File: config.mk
export PLATFORM = sky130hd
export DESIGN_NAME = io_bus_arbiter_flat
export DESIGN_NICKNAME = d
export VERILOG_FILES = /design/src/rtl/io_bus_arbiter.sv /design/src/rtl/io_bus_arbiter_if.sv /design/src/flat_wrapper.sv
export SDC_FILE = /design/constraint.sdc
export NUM_CORES = 1
export LEC_CHECK = 0
export BUFFER_PORTS_ARGS = -buffer_cell sky130_fd_sc_hd__buf_2
export CAP_MARGIN = 25
export CORE_AREA = 3 3 163 165
export CTS_BUF_LIST = sky130_fd_sc_hd__clkbuf_16
export CTS_CLUSTER_DIAMETER = 200
export DETAILED_ROUTE_END_ITERATION = 8
export DIE_AREA = 0 0 166 168
export PLACE_DENSITY_LB_ADDON = 0.3
export RECOVER_POWER = 50
export SKIP_LAST_GASP = 1
export SYNTH_ARGS = -nofsm -noshare
export SYNTH_HDL_FRONTEND = slang
export SYNTH_SLANG_ARGS = --single-unit
File: constraint.sdc
create_clock -name clk -period 3.55 [get_ports clk]
set_input_delay 0.1775 -clock clk [delete_from_list [all_inputs] [get_ports clk]]
set_output_delay 0.1775 -clock clk [all_outputs]
set_load 0.005 [all_outputs]
File: src/rtl/io_bus_arbiter.sv
// -----------------------------------------------------------------------------
// io_bus_arbiter
// Purpose : funnels I/O requests from NUM_REQUESTERS cores onto one shared
//           peripheral bus. Exactly one transaction is in flight; each one
//           takes three cycles (accept, bus strobe, response broadcast).
//           Requesters are served round-robin.
// Ports   : clk          - clock, rising edge
//           reset        - asynchronous, active-high reset
//           req_valid    - per-requester request pending
//           req_packet   - per-requester request (is_store, thread_idx,
//                          address, value)
//           req_ack      - one-hot, one-cycle acceptance (combinational)
//           rsp_valid    - one-cycle response broadcast valid
//           rsp_packet   - response (core, thread_idx, read_value)
//           io_bus       - shared peripheral bus, master side
//           perf_events  - [0] read strobe, [1] write strobe, [2] request
//                          pending but not accepted (only with macro
//                          IO_ARB_PERF_EN defined)
//           dbg_state_o  - current FSM state, for observation
// Options : `define IO_ARB_PERF_EN to add the perf_events output.
// -----------------------------------------------------------------------------
`ifndef NUM_CORES
`define NUM_CORES 4
`endif

package io_arb_pkg;
    typedef logic [3:0] core_id_t;
    typedef logic [3:0] local_thread_idx_t;

    typedef struct packed {
        logic              is_store;
        local_thread_idx_t thread_idx;
        logic [31:0]       address;
        logic [31:0]       value;
    } ioreq_packet_t;

    typedef struct packed {
        core_id_t          core;
        local_thread_idx_t thread_idx;
        logic [31:0]       read_value;
    } iorsp_packet_t;
endpackage

module io_bus_arbiter
    import io_arb_pkg::*;
#(
    parameter int NUM_REQUESTERS = `NUM_CORES
) (
    input  logic                      clk,
    input  logic                      reset,
    input  logic [NUM_REQUESTERS-1:0] req_valid,
    input  ioreq_packet_t             req_packet [NUM_REQUESTERS],
    output logic [NUM_REQUESTERS-1:0] req_ack,
    output logic                      rsp_valid,
    output iorsp_packet_t             rsp_packet,
    io_bus_interface.master           io_bus,
`ifdef IO_ARB_PERF_EN
    output logic [2:0]                perf_events,
`endif
    output logic [1:0]                dbg_state_o
);

    localparam int IDX_W = (NUM_REQUESTERS > 1) ? $clog2(NUM_REQUESTERS) : 1;

    localparam logic [1:0] S_IDLE     = 2'd0;
    localparam logic [1:0] S_ACCESS   = 2'd1;
    localparam logic [1:0] S_RESPONSE = 2'd2;

    // Handshake: a requester raises req_valid with a stable req_packet and
    // holds both until it sees req_ack high for one cycle. req_ack is only
    // ever raised in IDLE, for exactly one requester, and the packet is
    // captured on the clock edge that ends the ack cycle.

    logic [1:0]       state_q, state_d;
    logic [IDX_W-1:0] sel_idx;
    logic             any_req;
    logic             accept;

    logic              is_store_q;
    local_thread_idx_t thread_q;
    logic [IDX_W-1:0]  idx_q;
    logic [31:0]       addr_q;
    logic [31:0]       wdata_q;

    logic read_strobe;
    logic write_strobe;

    assign any_req = |req_valid;
    // reset gates the combinational ack so nothing is granted while held
    assign accept  = (state_q == S_IDLE) && any_req && !reset;

    // ------------------------------------------------------------------
    // Requester selection
    // ------------------------------------------------------------------
    generate
        if (NUM_REQUESTERS == 1) begin : g_single
            assign sel_idx = '0;
        end else begin : g_rr
            logic [IDX_W-1:0] last_grant_q;
            logic [IDX_W-1:0] cand_idx;
            logic             found;
            int               cand;

            // Last grant resets to the highest index so requester 0 is
            // searched first after reset.
            always_ff @(posedge clk or posedge reset) begin
                if (reset) begin
                    last_grant_q <= IDX_W'(NUM_REQUESTERS - 1);
                end else if (accept) begin
                    last_grant_q <= sel_idx;
                end
            end

            // Search starts one past the last grant and wraps; the first
            // pending requester found wins.
            always_comb begin
                sel_idx  = last_grant_q;
                found    = 1'b0;
                cand     = 0;
                cand_idx = '0;
                for (int i = 0; i < NUM_REQUESTERS; i++) begin
                    cand     = (int'(last_grant_q) + 1 + i) % NUM_REQUESTERS;
                    cand_idx = IDX_W'(cand);
                    if (!found && req_valid[cand_idx]) begin
                        sel_idx = cand_idx;
                        found   = 1'b1;
                    end
                end
            end
        end
    endgenerate

    always_comb begin
        req_ack = '0;
        for (int i = 0; i < NUM_REQUESTERS; i++) begin
            req_ack[i] = accept && (sel_idx == IDX_W'(i));
        end
    end

    // ------------------------------------------------------------------
    // FSM
    // ------------------------------------------------------------------
    always_comb begin
        state_d = state_q;
        case (state_q)
            S_IDLE:     if (accept) state_d = S_ACCESS;
            S_ACCESS:   state_d = S_RESPONSE;
            S_RESPONSE: state_d = S_IDLE;
            default:    state_d = S_IDLE;
        endcase
    end

    // Address and write data are only loaded on acceptance, so they hold
    // their last values on the bus outside ACCESS.
    always_ff @(posedge clk or posedge reset) begin
        if (reset) begin
            state_q    <= S_IDLE;
            is_store_q <= 1'b0;
            thread_q   <= '0;
            idx_q      <= '0;
            addr_q     <= '0;
            wdata_q    <= '0;
        end else begin
            state_q <= state_d;
            if (accept) begin
                is_store_q <= req_packet[sel_idx].is_store;
                thread_q   <= req_packet[sel_idx].thread_idx;
                idx_q      <= sel_idx;
                addr_q     <= req_packet[sel_idx].address;
                wdata_q    <= req_packet[sel_idx].value;
            end
        end
    end

    // ------------------------------------------------------------------
    // Bus and response outputs
    // ------------------------------------------------------------------
    assign write_strobe = (state_q == S_ACCESS) && is_store_q;
    assign read_strobe  = (state_q == S_ACCESS) && !is_store_q;

    assign io_bus.write_en   = write_strobe;
    assign io_bus.read_en    = read_strobe;
    assign io_bus.address    = addr_q;
    assign io_bus.write_data = wdata_q;

    assign rsp_valid = (state_q == S_RESPONSE);

    // Stores respond too (read_value 0) so the issuing thread can resume.
    always_comb begin
        rsp_packet = '0;
        if (rsp_valid) begin
            rsp_packet.core       = core_id_t'(idx_q);
            rsp_packet.thread_idx = thread_q;
            rsp_packet.read_value = is_store_q ? 32'h0 : io_bus.read_data;
        end
    end

`ifdef IO_ARB_PERF_EN
    assign perf_events = {any_req && !accept && !reset, write_strobe, read_strobe};
`endif

    assign dbg_state_o = state_q;

endmodule
File: src/rtl/io_bus_arbiter_if.sv
// -----------------------------------------------------------------------------
// io_bus_interface
// Purpose : single shared, non-cached peripheral bus. One master (the I/O
//           arbiter) issues at most one read or write strobe per cycle; the
//           peripheral side returns read_data for loads.
// Signals : write_en   - write strobe (master -> slave)
//           read_en    - read strobe (master -> slave)
//           address    - 32-bit peripheral address (master -> slave)
//           write_data - 32-bit store data (master -> slave)
//           read_data  - 32-bit load data (slave -> master)
// -----------------------------------------------------------------------------
interface io_bus_interface;
    logic        write_en;
    logic        read_en;
    logic [31:0] address;
    logic [31:0] write_data;
    logic [31:0] read_data;

    modport master (
        output write_en,
        output read_en,
        output address,
        output write_data,
        input  read_data
    );

    modport slave (
        input  write_en,
        input  read_en,
        input  address,
        input  write_data,
        output read_data
    );
endinterface

File: src/flat_wrapper.sv
// flat-port wrapper written by rule: the top's interface ports become plain ports
module io_bus_arbiter_flat import io_arb_pkg::*;
#(
    parameter int NUM_REQUESTERS = `NUM_CORES
)
  (clk, reset, req_valid, req_packet, req_ack, rsp_valid, rsp_packet, dbg_state_o, io_bus_write_en, io_bus_read_en, io_bus_address, io_bus_write_data, io_bus_read_data);
  io_bus_interface io_bus_i ();
  input  logic clk;
  input  logic reset;
  input  logic [NUM_REQUESTERS-1:0] req_valid;
  input  ioreq_packet_t req_packet[NUM_REQUESTERS];
  output logic [NUM_REQUESTERS-1:0] req_ack;
  output logic rsp_valid;
  output iorsp_packet_t rsp_packet;
  output logic [1:0] dbg_state_o;
  output wire logic [$bits(io_bus_i.write_en)-1:0] io_bus_write_en;
  output wire logic [$bits(io_bus_i.read_en)-1:0] io_bus_read_en;
  output wire logic [$bits(io_bus_i.address)-1:0] io_bus_address;
  output wire logic [$bits(io_bus_i.write_data)-1:0] io_bus_write_data;
  input wire logic [$bits(io_bus_i.read_data)-1:0] io_bus_read_data;
  assign io_bus_write_en = io_bus_i.write_en;
  assign io_bus_read_en = io_bus_i.read_en;
  assign io_bus_address = io_bus_i.address;
  assign io_bus_write_data = io_bus_i.write_data;
  assign io_bus_i.read_data = io_bus_read_data;
  io_bus_arbiter #(.NUM_REQUESTERS(NUM_REQUESTERS)) u_core (.clk(clk), .reset(reset), .req_valid(req_valid), .req_packet(req_packet), .req_ack(req_ack), .rsp_valid(rsp_valid), .rsp_packet(rsp_packet), .io_bus(io_bus_i), .dbg_state_o(dbg_state_o));
endmodule
Word level (Yosys, flattened, before mapping)
Index checks and enable logic that the tools add are counted.
{"block": "classes", "addsub": 4, "magnitude_cmp": 5, "eq_ne": 6, "mux": 22, "bitwise": 1, "reduce_logical": 19}
{"op": "69-bit binary-select mux with 2-bit select", "count": 1}
{"op": "69-bit 2-to-1 mux", "count": 2}
{"op": "38-bit 2-to-1 mux", "count": 1}
{"op": "32-bit 2-to-1 mux", "count": 1}
{"op": "2-bit by 3-bit less-than comparator with 1-bit output (second input constant)", "count": 4}
{"op": "1-bit logical AND", "count": 11}
{"op": "2-bit 2-to-1 mux", "count": 5}
{"op": "1-bit binary-select mux with 2-bit select", "count": 4}
{"op": "1-bit 2-to-1 mux", "count": 7}
{"op": "2-bit equality test (second input constant)", "count": 3}
{"op": "1-bit zero test", "count": 5}
{"op": "2-bit by 1-bit adder with 2-bit output (second input constant)", "count": 2}
{"op": "2-bit adder (second input constant)", "count": 2}
{"op": "2-bit by 1-bit equality test with 1-bit output (second input constant)", "count": 2}
{"op": "2-bit zero test", "count": 2}
{"op": "2-bit one-hot mux with 2 select lines", "count": 1}
{"op": "4-bit OR reduction", "count": 1}
{"op": "3-bit >= comparator (second input constant)", "count": 1}
{"op": "2-bit NOT with 3-bit output", "count": 1}
{"op": "2-bit by 1-bit != test with 1-bit output (second input constant)", "count": 1}
{"block": "totals", "ff_bits": 75, "inputBits": 314, "out_inout_bits": 113, "elab_cells": 64}

Longest topological paths before layout
{"block": "logic_depth", "ltp_word": 17, "depth_mapped": 9}

Least setup slack after synthesis
OpenSTA, ideal clock, no wires.
{"block": "synth_path", "kind": "register to output", "from": "register u_core.g_rr.last_grant_q[0]", "to": "output req_ack[1]", "arrival_time_ps": 1653, "required_time_ps": 3372, "path_slack_ps": 1720, "path_stages_with_launch": 7, "cell_sequence": "dfstp_2 buf_2 nand2b_4 or4_4 o21ai_4 buf_4 and2_1"}
{"block": "synth_between", "elab_chain_cells": 15}
{"item": "start, declared", "line_no": "io_bus_arbiter.sv:99", "text": "logic [IDX_W-1:0] last_grant_q;"}
{"item": "start signal, assigned", "line_no": "io_bus_arbiter.sv:108", "text": "last_grant_q <= IDX_W'(NUM_REQUESTERS - 1);"}
{"item": "start signal, assigned", "line_no": "io_bus_arbiter.sv:110", "text": "last_grant_q <= sel_idx;"}
{"item": "branches (longest 12 deep; another with 2-bit by 1-bit adder with 2-bit output)"}
{"item": "2-bit 2-to-1 mux *", "line_no": "io_bus_arbiter.sv:124", "text": "if (!found && req_valid[cand_idx]) begin"}
{"item": "2-bit by 1-bit equality test with 1-bit output *", "line_no": "io_bus_arbiter.sv:136", "text": "req_ack[i] = accept && (sel_idx == IDX_W'(i));"}
{"item": "1-bit logical AND *", "line_no": "io_bus_arbiter.sv:136"}
{"item": "end, declared", "line_no": "flat_wrapper.sv:12", "text": "output logic [NUM_REQUESTERS-1:0] req_ack;"}
Every way passes the cells marked *. The select of a mux whose other input is x is not followed.

Final worst setup path
Same ends and word-level chain as after synthesis.

==> results by group <==
Outcome
  • Status: finished, final reports clean

Clock tree
  • TritonCTS clock tree: yes
  • Setup Buffers After CTS: 0
  • Hold_buf cts: 1
  • Clock sinks: 75
  • H-tree levels: 3
  • CTS Buffer Depth: 2
  • Reg clk slew, reported paths: 70 ps
  • CTS buffer count: 9
  • Clock Latency Late Sink: 340 ps
  • Root buf cell: clkbuf_16
  • Post-cts repair resize count: 0

Finish
  • Share of layout cells above drive strength 1: 0.486
  • Antenna Cells: 0
  • Net count reported at finish: 1282
  • Finished Layout Cells: 1303
  • Fillers: 2758
  • Sequential cell area: 1880 sq um
  • Multi-input logic area: 2950 sq um
  • Final core utilization: 0.310
  • Synth-to-Final Area Change: 48.7%

Yosys
  • Synth cell count leaders: nand3_1 (138), dfrtp_1 (73), nor2_1 (73), a31oi_1 (69), a221oi_2 (50)
  • Ys Warns: 0
  • Post-synth EDFFs: 0
  • Count leader, synth: nand3_1
  • Distinct cells, synth: 40
  • Seq/Total Area, Yosys: 0.358
  • Cells after Synth: 581
  • Cell Area, Synth: 5240 sq um
  • Mean post-synth cell area: 9.03 sq um
  • Prevailing post-synth register cell: dfrtp_1
  • Synth async-reset ratio: 1.00
  • Post-synth top area cell: dfrtp_1
  • Top cells by area, synth: dfrtp_1 (35%), a221oi_2 (14%), nand3_1 (13%), a31oi_1 (8.2%), nor2_1 (5.2%)
  • Yosys top cell area share: 0.348
  • Synth Register Bits: 75

Setup path
  • CP peak stage delay: 770 ps
  • CP max stage cell: o21ai_4
  • Critical path arrival: 2860 ps
  • Worst setup path class: reg2out
  • CP max FO: 22
  • Reg2reg setup slack: 910 ps
  • Crit-path cells: nand2b_2, a31oi_2, o21ai_4, buf_4, and2_1, buf_2
  • Crit start category: flip-flop
  • Worst setup EP type: output pin
  • Worst Path Required: 3370 ps

Placement
  • RD Place Congestion: 0.914
  • Dpl hpwl: 18800 microns
  • IO Port Bufs: 424
  • Placed insts: 1285

Detailed routing
  • DRC errors left: 0
  • Pre-Repair DR Iteration Count: 4
  • Post-route ant nets: 0
  • Routed length per instance: 18.9 microns
  • Starting DRT DRC Count: 400
  • Final wirelength: 24600 microns
  • Vias per cell: 4.83
  • Via Count: 6289

Flow run
  • Max-Cap Viols: 0

STA
  • # setup viols final: 0
  • Relative slew slack: 0.0264
  • Hold Vio Cnt, Final: 0
  • Crit share post-route: 0.856
  • RSZ-0062 raised after global routing: false
  • Crit path time final: 3040 ps
  • Slew Viols, Final: 0
  • Fmax: 329 MHz
  • Least-Margin Pin Slew: 1460 ps
  • Setup TNS: 0 ps
  • Clock skew: 12.1 ps

Floorplan
  • I/O pin count: 427
  • Full die area: 27900 sq um
  • Die Width: 166 microns
  • Initial core utilization: 0.208
  • Num rows: 58
  • Die H: 168 microns
  • Core box area: 25200 sq um

GRT
  • Vias in the first global route: 6288
  • First-pass GRT wire length: 37000 microns
  • Total GRT Usage: 0.167
  • Overflow after GRT: 0
  • Initial antenna violation count: 1
  • Pin count of the biggest net entering global routing: 63

Hold path
  • Hold Crit Class: in2reg

Power and ir drop
  • Flop pwr share: 0.297
  • Sw power: 2.48 mW
  • Power Internal: 2.82 mW
  • Switching Share: 0.468
  • Lkg Pwr: 3.62 nW
  • Part of the power in the clock network: 0.164
  • Pwr Density: 681 nW/um^2
  • VDD IR max: 0.000274 V
  • Combinational power share: 0.538
==> state kept, by name, summed over array words and instances, names as in the netlist <==
name	flops
u_core.dbg_state_o	2
u_core.io_bus.write_data	32
u_core.g_rr.last_grant_q	2
u_core.io_bus.address	32
u_core.thread_q	4
u_core.idx_q	2
u_core.is_store_q	1
==> area by class of cell <==
type / count / share of cell area
multi-input combinational: 432 / 0.378
timing repair buffer: 444 / 0.291
sequential: 75 / 0.241
tap: 330 / 0.0529
clock buffer: 9 / 0.0289
clock inverter: 7 / 0.00561
inverter: 6 / 0.00305
==> power groups by stage <==
stage | logic [mW] | registers [mW] | clock network, mW
final | 2.86 | 1.58 | 0.873
after global routing | 3.15 | 1.64 | 0.946
after CTS | 2.94 | 1.58 | 0.918
after detailed placement | 2.94 | 1.58 | 0
after global placement | 2.94 | 1.57 | 0
after floorplan | 1.89 | 1.53 | 0
==> cell families (layout without fill, tap and decap cells) <==
family / after synthesis / after routing / share of synthesized area
compound gates: 156 / 156 / 0.293
buf+inv: 75 / 466 / 0.0857
flops: 75 / 75 / 0.358
other cells: 1 / 2 / 0.000715
simple gates: 274 / 274 / 0.262
==> critical path, delay by kind of cell (launching register included) <==
kind	cells	cell delay (ps)
AO/OA/AOI/OAI	2	880
buffers and inverters	2	570
flip-flops	1	660
AND/OR/NAND/NOR	2	370
==> per-stage QoR <==
step	power (mW)	hold slack, ps	setup slack (ps)	instance area (sq um)
after floorplan	3.42	327	1470	5250
after global placement	4.52	434	850	7550
after detailed placement	4.52	178	841	7570
after CTS	5.43	65.0	468	7850
after global routing	5.74	75.0	369	7800
final	5.31	86.8	512	7800
==> per-layer routing <==
metal,part of all wire,global-route usage,up-vias
li1,-,-,2988
met1,0.43,0.218,2982
met2,0.48,0.275,285
met3,0.072,0.0404,34
met4,0.024,0.0521,0
met5,0,0,-
==> layout by cell type, fill, tap and decap left out, types with 2 or more instances in the layout <==
| cell | count |
|---|---|
| a221oi_1 | 19 |
| dfstp_2 | 2 |
| nand3_1 | 138 |
| clkbuf_1 | 52 |
| buf_12 | 5 |
| nor2_1 | 73 |
| a31oi_1 | 69 |
| o41ai_4 | 2 |
| buf_4 | 13 |
| buf_2 | 373 |
| inv_1 | 4 |
| and2_1 | 41 |
| clkbuf_16 | 9 |
| nand2_1 | 3 |
| a21oi_1 | 3 |
| dfrtp_1 | 73 |
| conb_1 | 2 |
| a221oi_2 | 50 |
| o21ai_1 | 4 |
| inv_2 | 2 |
| nor2b_1 | 6 |
| clkinvlp_4 | 3 |
| nor3_1 | 4 |
==> final timing paths <==
| kind | startpoint | end | depth (start not counted) |
|---|---|---|---|
| max in group asynchronous | reset | u_core.io_bus.write_data[16] | 5 |
| min in group asynchronous | reset | u_core.io_bus.write_data[3] | 3 |
| min reg2reg | u_core.idx_q[1] | u_core.idx_q[1] | 2 |
| max reg2reg | u_core.g_rr.last_grant_q[0] | u_core.is_store_q | 6 |
| min | req_packet[205] | u_core.thread_q[3] | 3 |
| max | u_core.g_rr.last_grant_q[0] | req_ack[1] | 6 |
No activity file was read; power rests on OpenSTA's default activity.
